File: src/rtl/fetch_stage.sv
// Instruction-fetch stage: owns the PC, fetches words over a req/ack handshake, drives IF/ID.
// Optional misaligned-fetch trap is enabled by defining FETCH_ALIGN_CHECK_EN.
//
// state   | meaning
// --------+---------------------------------------------------------------
// S_RST   | first cycle after reset release, no request
// S_FETCH | request pc, wait for ack
// S_HOLD  | word captured while stalled, no request until stall drops
// S_KILL  | flushed mid-fetch, finish the old request and discard its data
// S_AERR  | misaligned pc trapped, wait for an exception redirect
module fetch_stage #(
  parameter logic [31:0] RESET_VECTOR = 32'h0000_0000
) (
  input  logic        i_clk,
  input  logic        i_rst_n,
  input  logic        i_stall,
  input  logic [1:0]  i_pcsrc,
  input  logic [31:0] i_nextPC,
  output logic        o_imem_req,
  output logic [31:0] o_imem_addr,
  input  logic        i_imem_ack,
  input  logic [31:0] i_imem_rdata,
  output logic [31:0] o_pc,
  output logic [31:0] o_instr,
  output logic        o_valid,
  output logic        o_addr_exc
);

  typedef enum logic [2:0] {S_RST, S_FETCH, S_HOLD, S_KILL, S_AERR} state_t;

  state_t      state, state_d;
  logic [31:0] pc, pc_d;
  logic [31:0] pend_tgt, pend_tgt_d;
  logic        pend_v, pend_v_d;
  logic [31:0] hold_instr, hold_instr_d;
  logic [31:0] hold_pc, hold_pc_d;
  logic [31:0] kill_addr, kill_addr_d;
  logic [31:0] ifid_instr, ifid_instr_d;
  logic [31:0] ifid_pc, ifid_pc_d;
  logic        ifid_valid, ifid_valid_d;
  logic        exc, br, misalign;
  logic [31:0] pc_inc, seq_pc;

  assign exc    = i_pcsrc[1];
  assign br     = (i_pcsrc == 2'b01);
  assign pc_inc = pc + 32'd4;
  assign seq_pc = pend_v ? pend_tgt : pc_inc;

`ifdef FETCH_ALIGN_CHECK_EN
  logic addr_exc, addr_exc_d;
  assign misalign   = (pc[1:0] != 2'b00);
  assign o_addr_exc = addr_exc;
`else
  assign misalign   = 1'b0;
  assign o_addr_exc = 1'b0;
`endif

  // S_KILL replays the abandoned address so the bus sees a stable request
  assign o_imem_req  = (state == S_KILL) || ((state == S_FETCH) && !misalign);
  assign o_imem_addr = (state == S_KILL) ? kill_addr : {pc[31:2], 2'b00};
  assign o_pc        = ifid_pc;
  assign o_instr     = ifid_instr;
  assign o_valid     = ifid_valid;

  always_comb begin
    state_d      = state;
    pc_d         = pc;
    pend_tgt_d   = pend_tgt;
    pend_v_d     = pend_v;
    hold_instr_d = hold_instr;
    hold_pc_d    = hold_pc;
    kill_addr_d  = kill_addr;
    ifid_instr_d = ifid_instr;
    ifid_pc_d    = ifid_pc;
    ifid_valid_d = ifid_valid;
`ifdef FETCH_ALIGN_CHECK_EN
    addr_exc_d   = 1'b0;
`endif
    if (state != S_RST && exc) begin
      ifid_valid_d = 1'b0;
      ifid_instr_d = 32'h0;
      pend_v_d     = 1'b0;
      pc_d         = i_nextPC;
    end
    case (state)
      S_RST: state_d = S_FETCH;
      S_FETCH: begin
        if (exc) begin
          kill_addr_d = o_imem_addr;
          state_d     = (o_imem_req && !i_imem_ack) ? S_KILL : S_FETCH;
        end else if (misalign) begin
`ifdef FETCH_ALIGN_CHECK_EN
          addr_exc_d = 1'b1;
`endif
          if (!i_stall) begin
            ifid_valid_d = 1'b0;
            ifid_instr_d = 32'h0;
          end
          state_d = S_AERR;
        end else if (i_imem_ack) begin
          if (i_stall) begin
            hold_instr_d = i_imem_rdata;
            hold_pc_d    = pc_inc;
            state_d      = S_HOLD;
          end else begin
            ifid_instr_d = i_imem_rdata;
            ifid_pc_d    = pc_inc;
            ifid_valid_d = 1'b1;
            // a branch seen now has its delay slot in this very word
            pc_d         = br ? i_nextPC : seq_pc;
            pend_v_d     = 1'b0;
          end
        end else if (!i_stall) begin
          ifid_valid_d = 1'b0;
          ifid_instr_d = 32'h0;
          if (br) begin
            pend_tgt_d = i_nextPC;
            pend_v_d   = 1'b1;
          end
        end
      end
      S_HOLD: begin
        if (exc) begin
          state_d = S_FETCH;
        end else if (!i_stall) begin
          ifid_instr_d = hold_instr;
          ifid_pc_d    = hold_pc;
          ifid_valid_d = 1'b1;
          pc_d         = br ? i_nextPC : seq_pc;
          pend_v_d     = 1'b0;
          state_d      = S_FETCH;
        end
      end
      S_KILL: begin
        if (i_imem_ack) state_d = S_FETCH;
      end
      S_AERR: begin
        if (exc) begin
          state_d = S_FETCH;
        end else if (!i_stall) begin
          ifid_valid_d = 1'b0;
          ifid_instr_d = 32'h0;
        end
      end
      default: state_d = S_RST;
    endcase
  end

  always_ff @(posedge i_clk or negedge i_rst_n) begin
    if (!i_rst_n) begin
      state      <= S_RST;
      pc         <= RESET_VECTOR;
      pend_tgt   <= 32'h0;
      pend_v     <= 1'b0;
      hold_instr <= 32'h0;
      hold_pc    <= 32'h0;
      kill_addr  <= 32'h0;
      ifid_instr <= 32'h0;
      ifid_pc    <= 32'h0;
      ifid_valid <= 1'b0;
    end else begin
      state      <= state_d;
      pc         <= pc_d;
      pend_tgt   <= pend_tgt_d;
      pend_v     <= pend_v_d;
      hold_instr <= hold_instr_d;
      hold_pc    <= hold_pc_d;
      kill_addr  <= kill_addr_d;
      ifid_instr <= ifid_instr_d;
      ifid_pc    <= ifid_pc_d;
      ifid_valid <= ifid_valid_d;
    end
  end

`ifdef FETCH_ALIGN_CHECK_EN
  always_ff @(posedge i_clk or negedge i_rst_n) begin
    if (!i_rst_n) addr_exc <= 1'b0;
    else          addr_exc <= addr_exc_d;
  end
`endif

endmodule

File: config.mk
export PLATFORM = sky130hd
export DESIGN_NAME = fetch_stage
export DESIGN_NICKNAME = d
export VERILOG_FILES = /design/src/rtl/fetch_stage.sv
export SDC_FILE = /design/constraint.sdc
export NUM_CORES = 1
export LEC_CHECK = 0
export ABC_AREA = 1
export CORE_UTILIZATION = 35
export CTS_CLUSTER_SIZE = 10
export DETAILED_ROUTE_END_ITERATION = 10
export GPL_TIMING_DRIVEN = 0
export PLACE_DENSITY_LB_ADDON = 0.25
export SKIP_LAST_GASP = 1
export SLEW_MARGIN = 10
export SYNTH_ARGS = -nofsm -noshare
export SYNTH_HDL_FRONTEND = slang
export SYNTH_SLANG_ARGS = --single-unit
File: constraint.sdc
create_clock -name i_clk -period 1.8 [get_ports i_clk]
set_input_delay 0.36 -clock i_clk [delete_from_list [all_inputs] [get_ports i_clk]]
set_output_delay 0.36 -clock i_clk [all_outputs]
set_load 0.005 [all_outputs]
==> impl_metrics.toml <==
[logic_synthesis]
netlist_top_cells_count = "463 x sky130_fd_sc_hd__nand2_1, 256 x sky130_fd_sc_hd__o21ai_0, 228 x sky130_fd_sc_hd__dfrtp_1, 139 x sky130_fd_sc_hd__inv_1, 109 x sky130_fd_sc_hd__nor2_1"
synth-seq-area-share_pct = 49.8
postSynthCellCount = 1492
synth_top_area_share_pct = 49.8
synth_edf_count = 0
post_synthesis_instance_area_um2 = 11500
synth_fp_nets = 1568
synth_top_area_cell = "sky130_fd_sc_hd__dfrtp_1"
synthTopCellsByArea = "sky130_fd_sc_hd__dfrtp_1 50%, sky130_fd_sc_hd__nand2_1 15%, sky130_fd_sc_hd__o21ai_0 11%"
synthFlopType = "sky130_fd_sc_hd__dfrtp_1"
yosysMostFrequentCell = "sky130_fd_sc_hd__nand2_1"
post_synth_num_cell_types = 35
synth.yosys.warnings = 0
syn_avg_cell_area_um2 = 7.68
synth-seq-cells = 228
synth-async-reset-ratio_pct = 100

[cells_and_area]
diode_insertion_count_for_antenna_repair = 0
fin_nets = 1872
layout-area-overhead-vs-synth_pct = 55.5
design_area_um2 = 17800
drive_above_1_share_pct = 31.4
num-fill-cells = 2845

[setup_path]
critical_path.max_stage_delay_ns = 0.41
cp_data_required_time_ns = 1.44
r2r_slack_ns = -0.24
worst_ep_arrival_time_ns = 1.88
crit_path_frequent_cell = "sky130_fd_sc_hd__clkbuf_16"
worstReg2RegEnd = "pc[28]$_DFF_PN0_"
timing.rr.start = "state[0]$_DFFE_PN0P_"
setup.worst_path.end_class = "output pin"
timing.critical_path.fanout_max = 7
r2r_cells = 11
cp-start-kind = "register"
timing.critical_path.cells = "ha_4, clkbuf_16, clkbuf_16, buf_12, nand2_4, o21ai_2, buf_2"
critical_path.n_buffers_inverters = 4
library_cell_contributing_the_largest_single_delay_on_the_critical_path = "sky130_fd_sc_hd__dfrtp_1"
critical_path.top_delay_family = "buffers and inverters"
criticalPathCategory = "reg2out"

[placement]
post-place-ws_ns = -0.943
dpl_cell_area_um2 = 13700
dpl.hpwl_mm = 28.7
io_buffer_count = 166
place.gp.congestion = 0.938

[drt]
detail_route.iter0.violations = 1095
ant_nets = 0
route.vias.total = 11700
finalWirelength_mm = 44.3
drc = 0
drt_pre_antenna_iters = 5
average_routed_wire_per_standard_cell_um = 19.8
routed_via_density = 5.21

[timing]
final-hold-violation-count = 0
timing.slew.headroom_pct = 47.3
grt_setup_unrepaired = "true"
timing.final.setup_violations = 190
final.setup_skew_ns = 0.0271
finalMaxSlewViolations = 0
finalCritPeriodShare_pct = 125
worst_slew_pin_slew_ns = 0.787
timing_limited_maximum_frequency_mhz = 446
layout_min_cycle_time_ns = 2.24
timing.final.ws_setup_ns = -0.441

[run]
cap_violations = 0

[pwr]
seq_power_share_pct = 31.3
worst_ir_drop_vdd_mv = 0.976
power_density_nw_per_um2 = 1630
power_switching_share_pct = 40.9
p_sw_uw = 11900
power.combinational.fraction_pct = 50.8
power.clock.fraction_pct = 18.0
p_int_uw = 17200
cellLeakagePower_uw = 0.00878

[cts]
clk_transition_reported_paths_ns = 0.06
numCtsBuffers = 28
cts_buffer_depth = 3
tritoncts_num_sinks = 228
h-tree-depth = 1
clock_latency_on_the_worst_skew_pair_ns = 0.56
clock_root_cell = "sky130_fd_sc_hd__clkbuf_16"
tritoncts = "yes"

[floorplan]
floorplan.core_area_um2 = 31900
die_height_um = 183
start_util_pct = 36.0
dieWidth_um = 183
io_pins = 169
std_cell_rows = 65
floorplan.die_area_um2 = 33500

[outcome]
run_status = "finished with violations"
failed_checks = "setup timing"

[global_routing]
grt_first_pass_wirelength_mm = 65.1
antenna_violations_before_repair = 0
grt_max_degree = 103
gr-total-overflow = 0
number_of_global_route_vias_before_repair = 11200
grtUsageTotal_pct = 25.3

[worst_hold_path]
hold_path.class = "in2async"
layer usage:
metal / part of all wire [%] / GRT usage, % / vias up
li1: - / - / 5428
met1: 42 / 33.8 / 5693
met2: 46 / 40.4 / 449
met3: 7.6 / 5.28 / 99
met4: 3.7 / 9.23 / 0
met5: 0 / 0 / -
layout make-up:
| class | instances | area [µm²] | area share [%] |
|---|---|---|---|
| clock buffer | 35 | 747 | 4.19 |
| tap | 435 | 544 | 3.05 |
| buffer | 80 | 903 | 5.07 |
| clock inverter | 5 | 61.3 | 0.344 |
| multi-input combinational | 1036 | 6290 | 35.3 |
| sequential | 228 | 5720 | 32.1 |
| inverter | 144 | 567 | 3.18 |
| timing repair buffer | 278 | 3000 | 16.8 |
flip-flops by register name, indices dropped and copies added, names as in the netlist:
name,count
state,2
hold_pc,32
o_pc,32
pend_v,1
o_instr,32
o_valid,1
pend_tgt,32
pc,32
hold_instr,32
kill_addr,32
how the worst max path moves through the flow:
stage                              start                    to  slack, ns  cells past startpoint
global placement                 i_rst_n  o_pc[17]$_DFFE_PN0P_      -9.92                      1
floorplan           state[1]$_DFFE_PN0P_  o_pc[13]$_DFFE_PN0P_      0.007                     11
CTS                 state[1]$_DFFE_PN0P_        o_imem_addr[8]      -0.45                      6
detailed placement  state[0]$_DFFE_PN0P_            o_imem_req      -0.94                      6
global route        state[0]$_DFFE_PN0P_       o_imem_addr[30]      -0.49                      7
finish              state[0]$_DFFE_PN0P_       o_imem_addr[30]      -0.44                      7
power by group through the flow:
stage	logic, µW	clock network, µW	registers (µW)
after floorplan	5250	0	8340
after global placement	9460	0	8670
after detailed placement	9620	0	8690
final	14700	5220	9090
after global routing	15900	5490	9310
after CTS	12400	5300	8750
what timing repair did:
item                                    in CTS  in global routing
hold buffers                                 1                  0
endpoints found under the setup margin     294                307
buffers inserted                            47                 42
pin swaps                                   39                 44
endpoints found under the hold margin       65                  0
resized for setup                          494                491
gates cloned                                16                 12
cell families after synthesis:
| group | after synthesis | synth area share (%) |
|---|---|---|
| simple gates | 636 | 21.9 |
| compound gates | 360 | 17.0 |
| other cells | 1 | 0.0327 |
| fa+ha+maj | 6 | 0.655 |
| flops | 228 | 49.8 |
| xor+xnor | 11 | 0.840 |
| buf+inv | 229 | 7.73 |
| mux | 21 | 2.06 |
cell usage in the layout, fill, tap and decap left out, drive strengths merged, types with 2 or more instances in the layout:
cell / synthesis / routed
a22oi: 4 / 4
a32o: 2 / 2
or2: 2 / 2
nor2: 114 / 114
a31oi: 4 / 4
dfrtp: 228 / 228
dlymetal6s2s: 0 / 53
buf: 23 / 178
nand2: 463 / 464
o21a: 12 / 12
ha: 6 / 6
nand3: 54 / 54
a21oi: 45 / 45
mux2: 21 / 21
xor2: 11 / 11
clkdlybuf4s50: 0 / 79
clkbuf: 62 / 82
inv: 144 / 142
o211ai: 27 / 27
clkinv: 0 / 5
o22ai: 4 / 4
o21ai: 260 / 260
through the flow:
stage	hold slack [ns]	std cells	power (µW)	util [%]	setup TNS [ns]
finish	0.342	2241	29100	55.9	-26.31
global route	0.373	2241	30700	55.9	-35.40
CTS	0.363	2198	26400	50.7	-28.02
detailed placement	0.362	2095	18300	43.1	-147.48
global placement	0.464	2093	18100	42.9	-2399.43
floorplan	0.0644	1492	13600	-	0
(Power assumes the default switching activity.)
